### config.mk
export PLATFORM = sky130hd
export DESIGN_NAME = transfer_control
export DESIGN_NICKNAME = d
export VERILOG_FILES = /design/src/rtl/coin_pkg.sv /design/src/rtl/balance_alu.sv /design/src/rtl/transfer_control.sv
export SDC_FILE = /design/constraint.sdc
export NUM_CORES = 1
export LEC_CHECK = 0
export CAP_MARGIN = 20
export CORE_MARGIN = 2
export CORE_UTILIZATION = 29
export CTS_CLUSTER_SIZE = 30
export DETAILED_ROUTE_END_ITERATION = 6
export SETUP_SLACK_MARGIN = 0.2
export SLEW_MARGIN = 20
export SYNTH_ARGS = -nofsm -noshare
export SYNTH_HDL_FRONTEND = slang
export SYNTH_SLANG_ARGS = --single-unit
### constraint.sdc
create_clock -name clock -period 6.8 [get_ports clock]
set_clock_uncertainty 0.1 [all_clocks]
set_input_delay 0.68 -clock clock [delete_from_list [all_inputs] [get_ports clock]]
set_output_delay 0.68 -clock clock [all_outputs]
set_load 0.02 [all_outputs]
### src/rtl/coin_pkg.sv
// Shared types and constants for the coin transfer pipeline.
package coin_pkg;

    // Default widths for the player-memory slice.
    localparam int DEF_ADDR_W = 2;
    localparam int DEF_BAL_W  = 12;
    localparam int DEF_AMT_W  = 8;

    // Transfer sequencer states; the encoding is visible on the debug port.
    typedef enum logic [2:0] {
        IDLE    = 3'd0,
        LOAD    = 3'd1,
        RD_SEND = 3'd2,
        VERIFY  = 3'd3,
        CHECK   = 3'd4,
        WR_SEND = 3'd5,
        WR_RECV = 3'd6,
        DONE    = 3'd7
    } state_t;

    // Result codes reported on status.
    localparam logic [2:0] ST_OK          = 3'd0;
    localparam logic [2:0] ST_VERIFY_FAIL = 3'd1;
    localparam logic [2:0] ST_FUNDS       = 3'd2;
    localparam logic [2:0] ST_OVERFLOW    = 3'd3;
    localparam logic [2:0] ST_SELF        = 3'd4;
    localparam logic [2:0] ST_ZERO        = 3'd5;
    localparam logic [2:0] ST_TIMEOUT     = 3'd6;

endpackage

### src/rtl/balance_alu.sv
// Combinational debit/credit arithmetic and the two commit guards.
// Unsigned throughout; the sum is one bit wider so a carry means overflow.
module balance_alu
    import coin_pkg::*;
#(
    parameter int BAL_W = DEF_BAL_W,
    parameter int AMT_W = DEF_AMT_W
) (
    input  logic [BAL_W-1:0] send_bal,
    input  logic [BAL_W-1:0] recv_bal,
    input  logic [AMT_W-1:0] amount,
    output logic [BAL_W-1:0] debit,
    output logic [BAL_W-1:0] credit,
    output logic             funds_fail,
    output logic             overflow
);

    logic [BAL_W-1:0] amt_ext;
    logic [BAL_W:0]   sum;

    // Zero-extend the amount and derive both results and both guards.
    always_comb begin
        amt_ext    = BAL_W'(amount);
        sum        = {1'b0, recv_bal} + {1'b0, amt_ext};
        debit      = send_bal - amt_ext;
        credit     = sum[BAL_W-1:0];
        funds_fail = (send_bal < amt_ext);
        overflow   = sum[BAL_W];
    end

endmodule

### src/rtl/transfer_control.sv
// Sequencer for one coin transfer: load the verify stage, read both
// balances, wait for a verdict, then commit debit and credit.
// Handshake: verify_valid is a one-cycle qualifier; verify_pass is only
// looked at when verify_valid=1, and only while the FSM is in VERIFY.
// start is a level sampled in IDLE only; it is dropped (not queued) when busy.
// A reset landing between WR_SEND and WR_RECV leaves a debit without its
// credit; this is accepted behaviour.
module transfer_control
    import coin_pkg::*;
#(
    parameter int ADDR_W  = DEF_ADDR_W,
    parameter int BAL_W   = DEF_BAL_W,
    parameter int AMT_W   = DEF_AMT_W,
    parameter int TIMEOUT = 255
) (
    input  logic              clock,
    input  logic              resetn,
    input  logic              start,
    input  logic [ADDR_W-1:0] sender,
    input  logic [ADDR_W-1:0] receiver,
    input  logic [AMT_W-1:0]  amount_in,
    input  logic [AMT_W-1:0]  key_in,
    output logic              load_amount,
    output logic              load_key,
    input  logic              verify_valid,
    input  logic              verify_pass,
    output logic [ADDR_W-1:0] mem_addr,
    input  logic [BAL_W-1:0]  mem_rdata,
    output logic              mem_we,
    output logic [BAL_W-1:0]  mem_wdata,
    output logic              busy,
    output logic              done,
    output logic [2:0]        status,
    output logic [2:0]        state_dbg
);

    localparam int CNT_W = $clog2(TIMEOUT + 1);

    state_t            state, state_d;
    logic [ADDR_W-1:0] snd_q, rcv_q;
    logic [AMT_W-1:0]  amt_q;
    logic [BAL_W-1:0]  send_bal_q, recv_bal_q;
    logic [CNT_W-1:0]  cnt_q;
    logic [2:0]        status_q, status_d;
    logic [BAL_W-1:0]  debit, credit;
    logic              funds_fail, overflow;

    // The key goes straight from the shared bus to the verify stage.
    logic unused_key;
    assign unused_key = ^key_in;

    balance_alu #(
        .BAL_W (BAL_W),
        .AMT_W (AMT_W)
    ) u_alu (
        .send_bal   (send_bal_q),
        .recv_bal   (recv_bal_q),
        .amount     (amt_q),
        .debit      (debit),
        .credit     (credit),
        .funds_fail (funds_fail),
        .overflow   (overflow)
    );

    // State register.
    always_ff @(posedge clock) begin
        if (!resetn) state <= IDLE;
        else         state <= state_d;
    end

    // Next state and the result code that goes with entering DONE.
    always_comb begin
        state_d  = state;
        status_d = status_q;
        case (state)
            IDLE: begin
                if (start) begin
                    if (sender == receiver) begin
                        state_d  = DONE;
                        status_d = ST_SELF;
                    end else if (amount_in == '0) begin
                        state_d  = DONE;
                        status_d = ST_ZERO;
                    end else begin
                        state_d  = LOAD;
                        status_d = ST_OK;
                    end
                end
            end
            LOAD:    state_d = RD_SEND;
            RD_SEND: state_d = VERIFY;
            VERIFY: begin
                if (verify_valid) begin
                    if (verify_pass) begin
                        state_d = CHECK;
                    end else begin
                        state_d  = DONE;
                        status_d = ST_VERIFY_FAIL;
                    end
                end else if (cnt_q == CNT_W'(TIMEOUT - 1)) begin
                    state_d  = DONE;
                    status_d = ST_TIMEOUT;
                end
            end
            CHECK: begin
                if (funds_fail) begin
                    state_d  = DONE;
                    status_d = ST_FUNDS;
                end else if (overflow) begin
                    state_d  = DONE;
                    status_d = ST_OVERFLOW;
                end else begin
                    state_d = WR_SEND;
                end
            end
            WR_SEND: state_d = WR_RECV;
            WR_RECV: begin
                state_d  = DONE;
                status_d = ST_OK;
            end
            DONE:    state_d = IDLE;
            default: state_d = IDLE;
        endcase
    end

    // Operand capture, balance capture, verdict timer and held status.
    always_ff @(posedge clock) begin
        if (!resetn) begin
            snd_q      <= '0;
            rcv_q      <= '0;
            amt_q      <= '0;
            send_bal_q <= '0;
            recv_bal_q <= '0;
            cnt_q      <= '0;
            status_q   <= ST_OK;
        end else begin
            if (state == IDLE && start) begin
                snd_q <= sender;
                rcv_q <= receiver;
                amt_q <= amount_in;
            end
            if (state == RD_SEND) recv_bal_q <= mem_rdata;
            if (state == VERIFY)  send_bal_q <= mem_rdata;
            cnt_q    <= (state == VERIFY) ? cnt_q + 1'b1 : '0;
            status_q <= status_d;
        end
    end

    // Moore outputs; the write enable is gated by reset in the same cycle.
    always_comb begin
        busy        = (state != IDLE);
        done        = (state == DONE);
        load_amount = (state == LOAD);
        load_key    = (state == LOAD);
        mem_we      = 1'b0;
        mem_addr    = '0;
        mem_wdata   = '0;
        case (state)
            LOAD:    mem_addr = rcv_q;
            RD_SEND: mem_addr = snd_q;
            VERIFY:  mem_addr = snd_q;
            WR_SEND: begin
                mem_we    = resetn;
                mem_addr  = snd_q;
                mem_wdata = debit;
            end
            WR_RECV: begin
                mem_we    = resetn;
                mem_addr  = rcv_q;
                mem_wdata = credit;
            end
            default: ;
        endcase
        status    = status_q;
        state_dbg = state;
    end

endmodule

==> results.cfg <==
[clocking]
cts.repair.resized = 0
postCtsHoldBufs = 0
cts.sinks = 50
cts_made_buffers = 5
cts_max_level = 2
clkLatencyLatePin_ns = 0.31
clock_path_buffers = 2
cts_root_buf = clkbuf_8
postCtsSetupBuffers = 0
cts.reportedPaths.clkPinSlew_ns = 0.09
cts_tree = yes

[worst_setup_path]
cp.arrival_ns = 3.14
cp_num_cells = 10
crit_start = amt_q[0]
crit_chain = ha_1 > inv_1 > fa_1 > a211oi_1 > o21ai_0 > nand4b_1 > nand3b_1 > xor2_1 > o22ai_1 > clkdlybuf4s50_1
crit_fanout = 4
start_kind = register
reg2reg_depth = 9
rr_endpoint = status[2]
rrSetupSlack_ns = 4.23
crit_path_end_kind = primary output
path_class = reg2out
critical_path_required_ns = 6.02
cpMaxStageDelayCell = clkdlybuf4s50_1
critical_path_buf_inv_count = 2
critPathMaxStageDelay_ns = 0.63
r2r-start = amt_q[0]
cp_top_family = buffers and inverters

[final_layout]
final_nets = 484
drive_above_1_share_pct = 3.972
antenna_cells = 0
final_cell_area_um2 = 3749
final_common_cell = nand2_1
synthToLayoutAreaGrowth_pct = 25.20
final_cell_mix = 61 x nand2_1, 53 x clkdlybuf4s50_1, 50 x dfxtp_1
layoutNonFillerInstCount = 564

[synthesis]
synthCells = 381
synthSimpleGateAreaFrac_pct = 20.69
synthAdderAreaFrac_pct = 8.859
synth_compound_area_share_pct = 20.60
ys_ff_latch = 50
synth_edf_count = 0
yosysWarningCount = 0
synthesis.nets = 438
avgSynthCellArea_um2 = 7.859
synth_xor_area_share_pct = 7.898
synth_top_family_by_area = simple AND/OR/NAND/NOR gates
syn-cell-area_um2 = 2994
synthArstFlopShare_pct = 0
ys_seq_area_share_pct = 33.43
yosysUniqueCellTypes = 47
synthMuxAreaShare_pct = 4.012
synth_ff_type = dfxtp_1

[placement]
place_congestion = 0.8852
io_buffer_count = 53
placed_cells = 556
dpl_cell_area_um2 = 3651
dpl_worst_slack_ns = 3.227
place.detailed.hpwl_um = 6032

[routing]
ant_nets = 0
via_count = 2833
via_per_inst = 5.023
first_pass_iters = 4
detail_route.wl_per_cell_um = 14.24
drcViolationCount = 0
routed_wl_um = 8033
drtIter0Drc = 90

[grt]
antenna_found_initial = 0
grt_pass1_vias = 2719
grt_pass1_wl_um = 13100
overflow = 0
grtUsageTotal_pct = 14.43
grt_max_degree = 23

[hold_path]
hold_start = send_bal_q[2]
hold_path_end = send_bal_q[2]
hp-class = reg2reg
min_path_cells = 2

[timing]
report.final.slew_viol_count = 0
finalHoldViolations = 0
setup_violations = 0
worst_pin_slew_ns = 0.7155
fmax_ghz = 0.2552
worst_slack_ns = 2.882
rsz0062_at_grt = false
relSlewSlack_pct = 52.30
fin_setup_tns_ns = 0
timing.final.crit_share_pct = 57.62
post-route-min-period_ns = 3.918

[floorplanning]
top_level_ports = 62
die-area_um2 = 11150
die_y_um = 105.6
start_util_pct = 29.40
num_rows = 37
core_area_um2 = 10180
fp.dieW_um = 105.6

[pwr]
power_density_nw_per_um2 = 215.5
leakagePower_nw = 1.371
max-vdd-ir-drop_uv = 104.2
total_power_uw = 807.9

[run]
max_cap_violations = 0

[run_status]
status = finished clean
final cells by class:
type / instances / area (um2)
Inverter: 16 / 60.06
Clock inverter: 3 / 28.78
Fill cell: 1089 / 6436
Timing Repair Buffer: 56 / 556.8
Tap cell: 136 / 170.2
Multi-Input combinational cell: 298 / 1863
Clock buffer: 5 / 68.82
Sequential cell: 50 / 1001
cell families (layout without fill, tap and decap cells):
| logic type | Yosys count | count (layout) |
|---|---|---|
| AO/OA/AOI/OAI | 100 | 100 |
| XOR/XNOR | 27 | 27 |
| adder cells (fa/ha/maj) | 20 | 20 |
| buffers and inverters | 33 | 80 |
| flip-flops | 50 | 50 |
| multiplexers | 12 | 12 |
| AND/OR/NAND/NOR | 139 | 139 |
state kept, by name (all words and copies together), names as in the netlist:
name,count
amt_q,8
cnt_q,8
recv_bal_q,12
snd_q,2
state_dbg,3
rcv_q,2
status,3
send_bal_q,12
worst max-delay path by stage:
stage | slack [ns] | end
after floorplan | 3.93 | mem_wdata[10]
after global placement | 3.21 | mem_wdata[10]
after detailed placement | 3.23 | mem_wdata[10]
after CTS | 2.87 | mem_wdata[10]
after global routing | 2.68 | mem_wdata[10]
final | 2.88 | mem_wdata[10]
routing by layer:
layer / GRT usage (%) / vias to the layer above / routed length [um]
li1: - / 1421 / -
met3: 2.783 / 11 / 419
met4: 3.853 / 0 / 101
met5: 0 / - / 0
met1: 19.23 / 1320 / 3810
met2: 23.87 / 81 / 3703
metrics by stage:
step	hold slack, ns	utilization, %
floorplan	0.3363	-
global placement	0.3471	35.74
detailed placement	0.3591	35.85
CTS	0.3733	36.81
global route	0.3936	36.81
finish	0.3692	36.81
cells in the mapped netlist (3+ instances only):
cell type | n | area (um2)
ha_1 | 18 | 225.2
nor2_1 | 39 | 146.4
a211oi_1 | 3 | 22.52
nand2_1 | 61 | 229.0
clkbuf_1 | 11 | 41.29
nor3_1 | 6 | 30.03
buf_2 | 3 | 15.01
a21oi_1 | 44 | 220.2
dfxtp_1 | 50 | 1001
nand3_1 | 8 | 40.04
a21o_1 | 3 | 22.52
o21a_1 | 5 | 37.54
a22oi_1 | 3 | 22.52
nand2b_1 | 6 | 37.54
o22ai_1 | 9 | 56.30
inv_1 | 16 | 60.06
o21ai_0 | 17 | 85.08
xor2_1 | 17 | 148.9
or3_1 | 3 | 18.77
xnor2_1 | 10 | 87.58
mux2i_1 | 12 | 120.1
tightest hold or removal path, stage by stage, from the launching register on:
cell and delay, ns:
dfxtp_1 0.33, nand2_1 0.05, a21oi_1 0.05
power breakdown:
part	switching, mW	leakage (nW)	internal (mW)
Combinational	0.153	0.914	0.123
Sequential	0.0281	0.407	0.316
Clock	0.111	0.0502	0.0765
Power figures use the tool's default switching activity.
